**src/rtl/mux_bus_pkg.sv**
```systemverilog
// Shared constants and helpers for the arbitrated mux bus.
package mux_bus_pkg;

    // Grant selection modes
    localparam int unsigned MODE_SELECT = 0;
    localparam int unsigned MODE_RR     = 1;

    // Number of bits needed to index 'value' items (value >= 1)
    function automatic int unsigned clog2(input int unsigned value);
        int unsigned res;
        res = 0;
        while ((64'd1 << res) < 64'(value)) begin
            res++;
        end
        return res;
    endfunction

endpackage

```
**src/rtl/rr_arbiter.sv**
```systemverilog
// Round-robin arbiter: grants the first requester at or above the pointer,
// wrapping around; the pointer moves past the grantee only on 'advance'.
module rr_arbiter
    import mux_bus_pkg::*;
#(
    parameter int unsigned NrOfInputs = 4,
    parameter int unsigned SelBits    = clog2(NrOfInputs)
) (
    input  logic                  clk,
    input  logic                  rst_n,
    input  logic [NrOfInputs-1:0] req,
    input  logic                  advance,
    output logic [NrOfInputs-1:0] grant,
    output logic [SelBits-1:0]    grant_idx
);

    logic [SelBits-1:0] ptr_q, ptr_d;
    logic               found;
    int unsigned        idx;
    logic [SelBits-1:0] idx_sel;

    // Search upward from the pointer for the first active request
    always_comb begin
        grant     = '0;
        grant_idx = '0;
        found     = 1'b0;
        idx       = 0;
        idx_sel   = '0;
        for (int unsigned k = 0; k < NrOfInputs; k++) begin
            idx = 32'(ptr_q) + k;
            if (idx >= NrOfInputs) begin
                idx = idx - NrOfInputs;
            end
            idx_sel = SelBits'(idx);
            if (!found && req[idx_sel]) begin
                found          = 1'b1;
                grant[idx_sel] = 1'b1;
                grant_idx      = idx_sel;
            end
        end
    end

    // Pointer moves to the channel after the one that just transferred
    always_comb begin
        ptr_d = ptr_q;
        if (advance) begin
            if (grant_idx == SelBits'(NrOfInputs - 1)) begin
                ptr_d = '0;
            end else begin
                ptr_d = grant_idx + 1'b1;
            end
        end
    end

    // Pointer register
    always_ff @(posedge clk or negedge rst_n) begin
        if (!rst_n) begin
            ptr_q <= '0;
        end else begin
            ptr_q <= ptr_d;
        end
    end

endmodule

```
**src/rtl/arbitrated_mux_bus.sv**
```systemverilog
// N-to-1 multiplexer with valid/ready handshakes on every channel and a
// single registered output stage; grant is by explicit select or round robin.
module arbitrated_mux_bus
    import mux_bus_pkg::*;
#(
    parameter  int unsigned NrOfBits   = 32,
    parameter  int unsigned NrOfInputs = 4,
    parameter  int unsigned Mode       = MODE_RR,
    localparam int unsigned SelBits    = clog2(NrOfInputs)
) (
    input  logic                           Clock,
    input  logic                           nReset,
    input  logic                           Enable,
    input  logic [NrOfInputs*NrOfBits-1:0] MuxIn,
    input  logic [NrOfInputs-1:0]          InValid,
    output logic [NrOfInputs-1:0]          InReady,
    input  logic [SelBits-1:0]             Sel,
    output logic [NrOfBits-1:0]            MuxOut,
    output logic                           OutValid,
    input  logic                           OutReady,
    output logic [SelBits-1:0]             OutSrc
);

    logic                  load_ok;
    logic                  accept_en;
    logic                  xfer;
    logic [NrOfInputs-1:0] grant;
    logic [SelBits-1:0]    grant_idx;

    // Output stage may load when empty or being drained this cycle
    assign load_ok   = !OutValid || OutReady;
    // Reset term keeps InReady low while held in reset
    assign accept_en = load_ok && Enable && nReset;
    assign xfer      = |(InValid & grant);
    assign InReady   = grant;

    if (Mode == MODE_RR) begin : g_rr
        logic [NrOfInputs-1:0] rr_grant;
        logic                  unused_sel;

        assign unused_sel = ^Sel;

        rr_arbiter #(
            .NrOfInputs(NrOfInputs),
            .SelBits   (SelBits)
        ) u_arb (
            .clk      (Clock),
            .rst_n    (nReset),
            .req      (InValid),
            .advance  (xfer),
            .grant    (rr_grant),
            .grant_idx(grant_idx)
        );

        // Arbiter only proposes; the output stage decides whether to accept
        assign grant = accept_en ? rr_grant : '0;
    end else begin : g_sel
        // Explicit select; out-of-range selects grant nothing
        always_comb begin
            grant = '0;
            if (accept_en && (32'(Sel) < NrOfInputs)) begin
                grant[Sel] = 1'b1;
            end
        end

        assign grant_idx = Sel;
    end

    // Output register: load on input transfer, otherwise clear valid on drain
    always_ff @(posedge Clock or negedge nReset) begin
        if (!nReset) begin
            OutValid <= 1'b0;
            MuxOut   <= '0;
            OutSrc   <= '0;
        end else if (xfer) begin
            OutValid <= 1'b1;
            MuxOut   <= MuxIn[grant_idx*NrOfBits +: NrOfBits];
            OutSrc   <= grant_idx;
        end else if (OutReady) begin
            OutValid <= 1'b0;
        end
    end

endmodule

```
**config.mk**
```make
export PLATFORM = sky130hd
export DESIGN_NAME = arbitrated_mux_bus
export DESIGN_NICKNAME = d
export VERILOG_FILES = /design/src/rtl/mux_bus_pkg.sv /design/src/rtl/rr_arbiter.sv /design/src/rtl/arbitrated_mux_bus.sv
export SDC_FILE = /design/constraint.sdc
export NUM_CORES = 1
export LEC_CHECK = 0
export BUFFER_PORTS_ARGS = -buffer_cell sky130_fd_sc_hd__clkbuf_2
export CAP_MARGIN = 20
export CORE_MARGIN = 2
export CORE_UTILIZATION = 46
export CTS_CLUSTER_SIZE = 28
export DETAILED_ROUTE_END_ITERATION = 10
export GPL_TIMING_DRIVEN = 1
export PLACE_DENSITY = 0.91
export SETUP_SLACK_MARGIN = 0.15
export SYNTH_ARGS = -nofsm -noshare
export SYNTH_HDL_FRONTEND = slang
export SYNTH_SLANG_ARGS = --single-unit
```
**constraint.sdc**
```tcl
create_clock -name Clock -period 4.5 [get_ports Clock]
set_input_delay 1.35 -clock Clock [delete_from_list [all_inputs] [get_ports Clock]]
set_output_delay 1.35 -clock Clock [all_outputs]
set_load 0.01 [all_outputs]
```
==> results.toml <==
[power]
p_int_mw = 1.870
p_comb_share_pct = 73.8
p_leak_nw = 2.025
p_clk_share_pct = 8.5
seqPwrFrac_pct = 17.7
p_sw_mw = 1.591
vdd_drop_max_uv = 314.4
powerDensity_mw_per_mm2 = 782.9
sw_frac_of_total_pct = 45.96

[detailed_routing]
drtIter0Drc = 122
viasPerCell = 6.005
ant_nets = 0
drc_errors = 0
vias = 3711
drt-pass1-iter-count = 5
wl_mm = 10.48
routedWlPerCell_um = 16.96

[die]
die_h_um = 88.97
io_pins = 177
die_w_um = 88.97
fp.dieArea_mm2 = 0.007915
core_mm2 = 0.006907
initial_core_util_pct = 48.08
num_rows = 30

[yosys]
synth_top_family_by_area = "compound AO/OA/AOI/OAI gates"
synthAdderAreaFrac_pct = 3.014
synth.avg_cell_area_um2 = 9.098
synth_simple_gate_area_share_pct = 9.910
yosysWarnings = 0
synth_xor_area_share_pct = 0
syn_inst = 365
netlist_area_mm2 = 0.003321
synth-compound-area-share_pct = 32.59
synth_seq_cells = 37
yosys.cell_types.count = 39
synth-seq-area-share_pct = 27.88
synth.net_count = 511
muxShareOfSynthArea_pct = 19.14

[timing]
worst_slew_pin_slew_ps = 670.3
fmax_mhz = 229.4
setup_ws_ps = 141.0
finalSetupTns_ps = 0
maxSlewViolCount = 0
slew_headroom_pct = 55.31
fin_skew_ps = 6.500
min_period_ps = 4359
report.final.hold_viol_count = 0
rsz0062_at_grt = "false"
setup_viol = 0
finalCritPeriodShare_pct = 96.87

[placement]
port_buffers = 174
hpwl_mm = 7.406
gp_congestion = 1.022
dp_slack_ps = 90.00

[clocking]
ctsRootBufferMaster = "clkbuf_8"
ctsHoldBuffers = 0
htreeDepth = 2
cts_buffers = 5
path_clk_slew_ps = 70
cts_tree = "done"
clk_latency_ps = 280
clock_path_buffers = 2
clock-sinks = 37

[outcome]
status = "finished, final reports clean"

[worst_setup_path]
end_kind = "output pin"
cp.required_ps = 3150
critPathArrivalTime_ps = 3010
cp-start-kind = "primary input"
path_max_fanout = 7
criticalPathCategory = "in2out"

[final_layout]
drive_gt1_share_pct = 48.47
n_antenna_cell = 0
area_growth_pct = 33.12
finalNetCount = 667

[grt]
antenna_found_initial = 0
grt_pass1_wl_mm = 16.36
overflow = 0
grt_usage_pct = 25.72
grt_pass1_vias = 3726
grt_max_degree = 68

[worst_hold_path]
hold_class = "reg2reg"

[flow_run]
drv_cap = 0
[final cells by class]
class / instances / area (µm²)
fill: 597 / 2486
timing repair buffer: 193 / 1064
clock buffer: 7 / 86.33
tap: 96 / 120.1
multi-input combinational: 279 / 2176
sequential: 37 / 925.9
clock inverter: 1 / 30.03
inverter: 5 / 18.77
[synth_stat cells, drive strengths merged]
cell | number | share of area, %
a2111o | 1 | 0.34
a2111oi | 2 | 1.7
a211oi | 2 | 0.45
a21o | 2 | 0.45
a21oi | 8 | 1.2
a221oi | 1 | 0.45
a222oi | 1 | 0.30
a311oi | 1 | 0.26
a31oi | 35 | 6.6
a32oi | 32 | 8.4
buf | 17 | 3.8
clkbuf | 27 | 3.1
dfrtp | 37 | 28
ha | 8 | 3.0
inv | 5 | 0.57
mux2 | 39 | 17
mux2i | 2 | 0.60
mux4 | 3 | 2.0
nand2 | 14 | 1.6
nand2b | 5 | 0.94
nand3 | 34 | 5.1
nand3b | 3 | 0.68
nor2 | 8 | 0.90
nor3 | 1 | 0.15
o21a | 1 | 0.23
o21ai | 69 | 11
o221ai | 2 | 0.72
o22ai | 1 | 0.19
o31ai | 2 | 0.45
or3b | 2 | 0.53
[worst paths after layout]
| check | depth (start not counted) | endpoint | from | slack (ps) |
|---|---|---|---|---|
| worst max register to register | 11 | MuxOut[2] | g_rr.u_arb.ptr_q[0] | 1070 |
| worst max-delay path | 9 | InReady[3] | InValid[1] | 140 |
| worst min register to register | 1 | OutSrc[1] | OutSrc[1] | 510 |
| min in group asynchronous | 2 | MuxOut[23] | nReset | 1130 |
| worst min-delay path | 1 | OutSrc[1] | OutSrc[1] | 510 |
| max in group asynchronous | 2 | MuxOut[7] | nReset | 3030 |
[cell usage in the layout (no fill, tap or decap), types with 8 or more instances in the layout]
cell      netlist  routed
a21oi_1         8       8
a31oi_1        35      35
a32oi_1        32      32
buf_4           2      15
clkbuf_2        1     174
dfrtp_1        37      37
ha_1            8       8
mux2_2         10      10
mux2_4         29      29
nand2_1        14      14
nand3_1        34      34
nor2_1          8       8
o21ai_0        66      66
[flip-flops by register name (all words and copies together), names as in the netlist]
register / count
g_rr.u_arb.ptr_q: 2
MuxOut: 32
OutValid: 1
OutSrc: 2
[metal layers]
layer | global-route usage [%] | vias to the layer above | wire (µm)
li1 | - | 1739 | -
met1 | 30.60 | 1744 | 4170
met2 | 45.73 | 198 | 5218
met3 | 4.894 | 30 | 797
met4 | 10.31 | 0 | 296
met5 | 0 | - | 0
[power by group through the flow]
stage	sequential, mW	clock (mW)	combinational (mW)
after global routing	0.632	0.320	2.79
after floorplan	0.686	0	1.75
final	0.612	0.296	2.55
after global placement	0.606	0	2.40
after CTS	0.612	0.304	2.52
after detailed placement	0.613	0	2.51
[cells by family (layout without fill, tap and decap cells)]
| family | after synthesis | after routing |
|---|---|---|
| compound gates | 160 | 160 |
| fa+ha+maj | 8 | 8 |
| buf+inv | 49 | 206 |
| flops | 37 | 37 |
| mux | 44 | 44 |
| simple gates | 67 | 67 |
[timing repair]
item                       4_1_cts  5_1_grt
pin swaps                        0        2
buffers inserted                 0        2
hold endpoints to repair         0        0
gates resized for setup          1        1
setup endpoints to repair        1        4
[critical path, stage by stage]
cell	delay, ps
clkbuf_2	140
buf_4	180
mux2i_1	340
nor2_1	120
a211oi_1	390
o31ai_2	150
a21oi_1	150
nor2_1	60
clkbuf_2	130
[metrics by stage]
step	utilization (%)	cell area (µm²)	total power [mW]	std cells	hold WS, ps
floorplan	-	3321	2.434	365	544.9
global placement	61.99	4282	3.005	608	490.5
detailed placement	61.99	4282	3.125	608	493.0
CTS	63.75	4403	3.437	616	513.4
global route	64.00	4420	3.742	618	523.3
finish	64.00	4420	3.461	618	511.5
(Power assumes the default switching activity.)
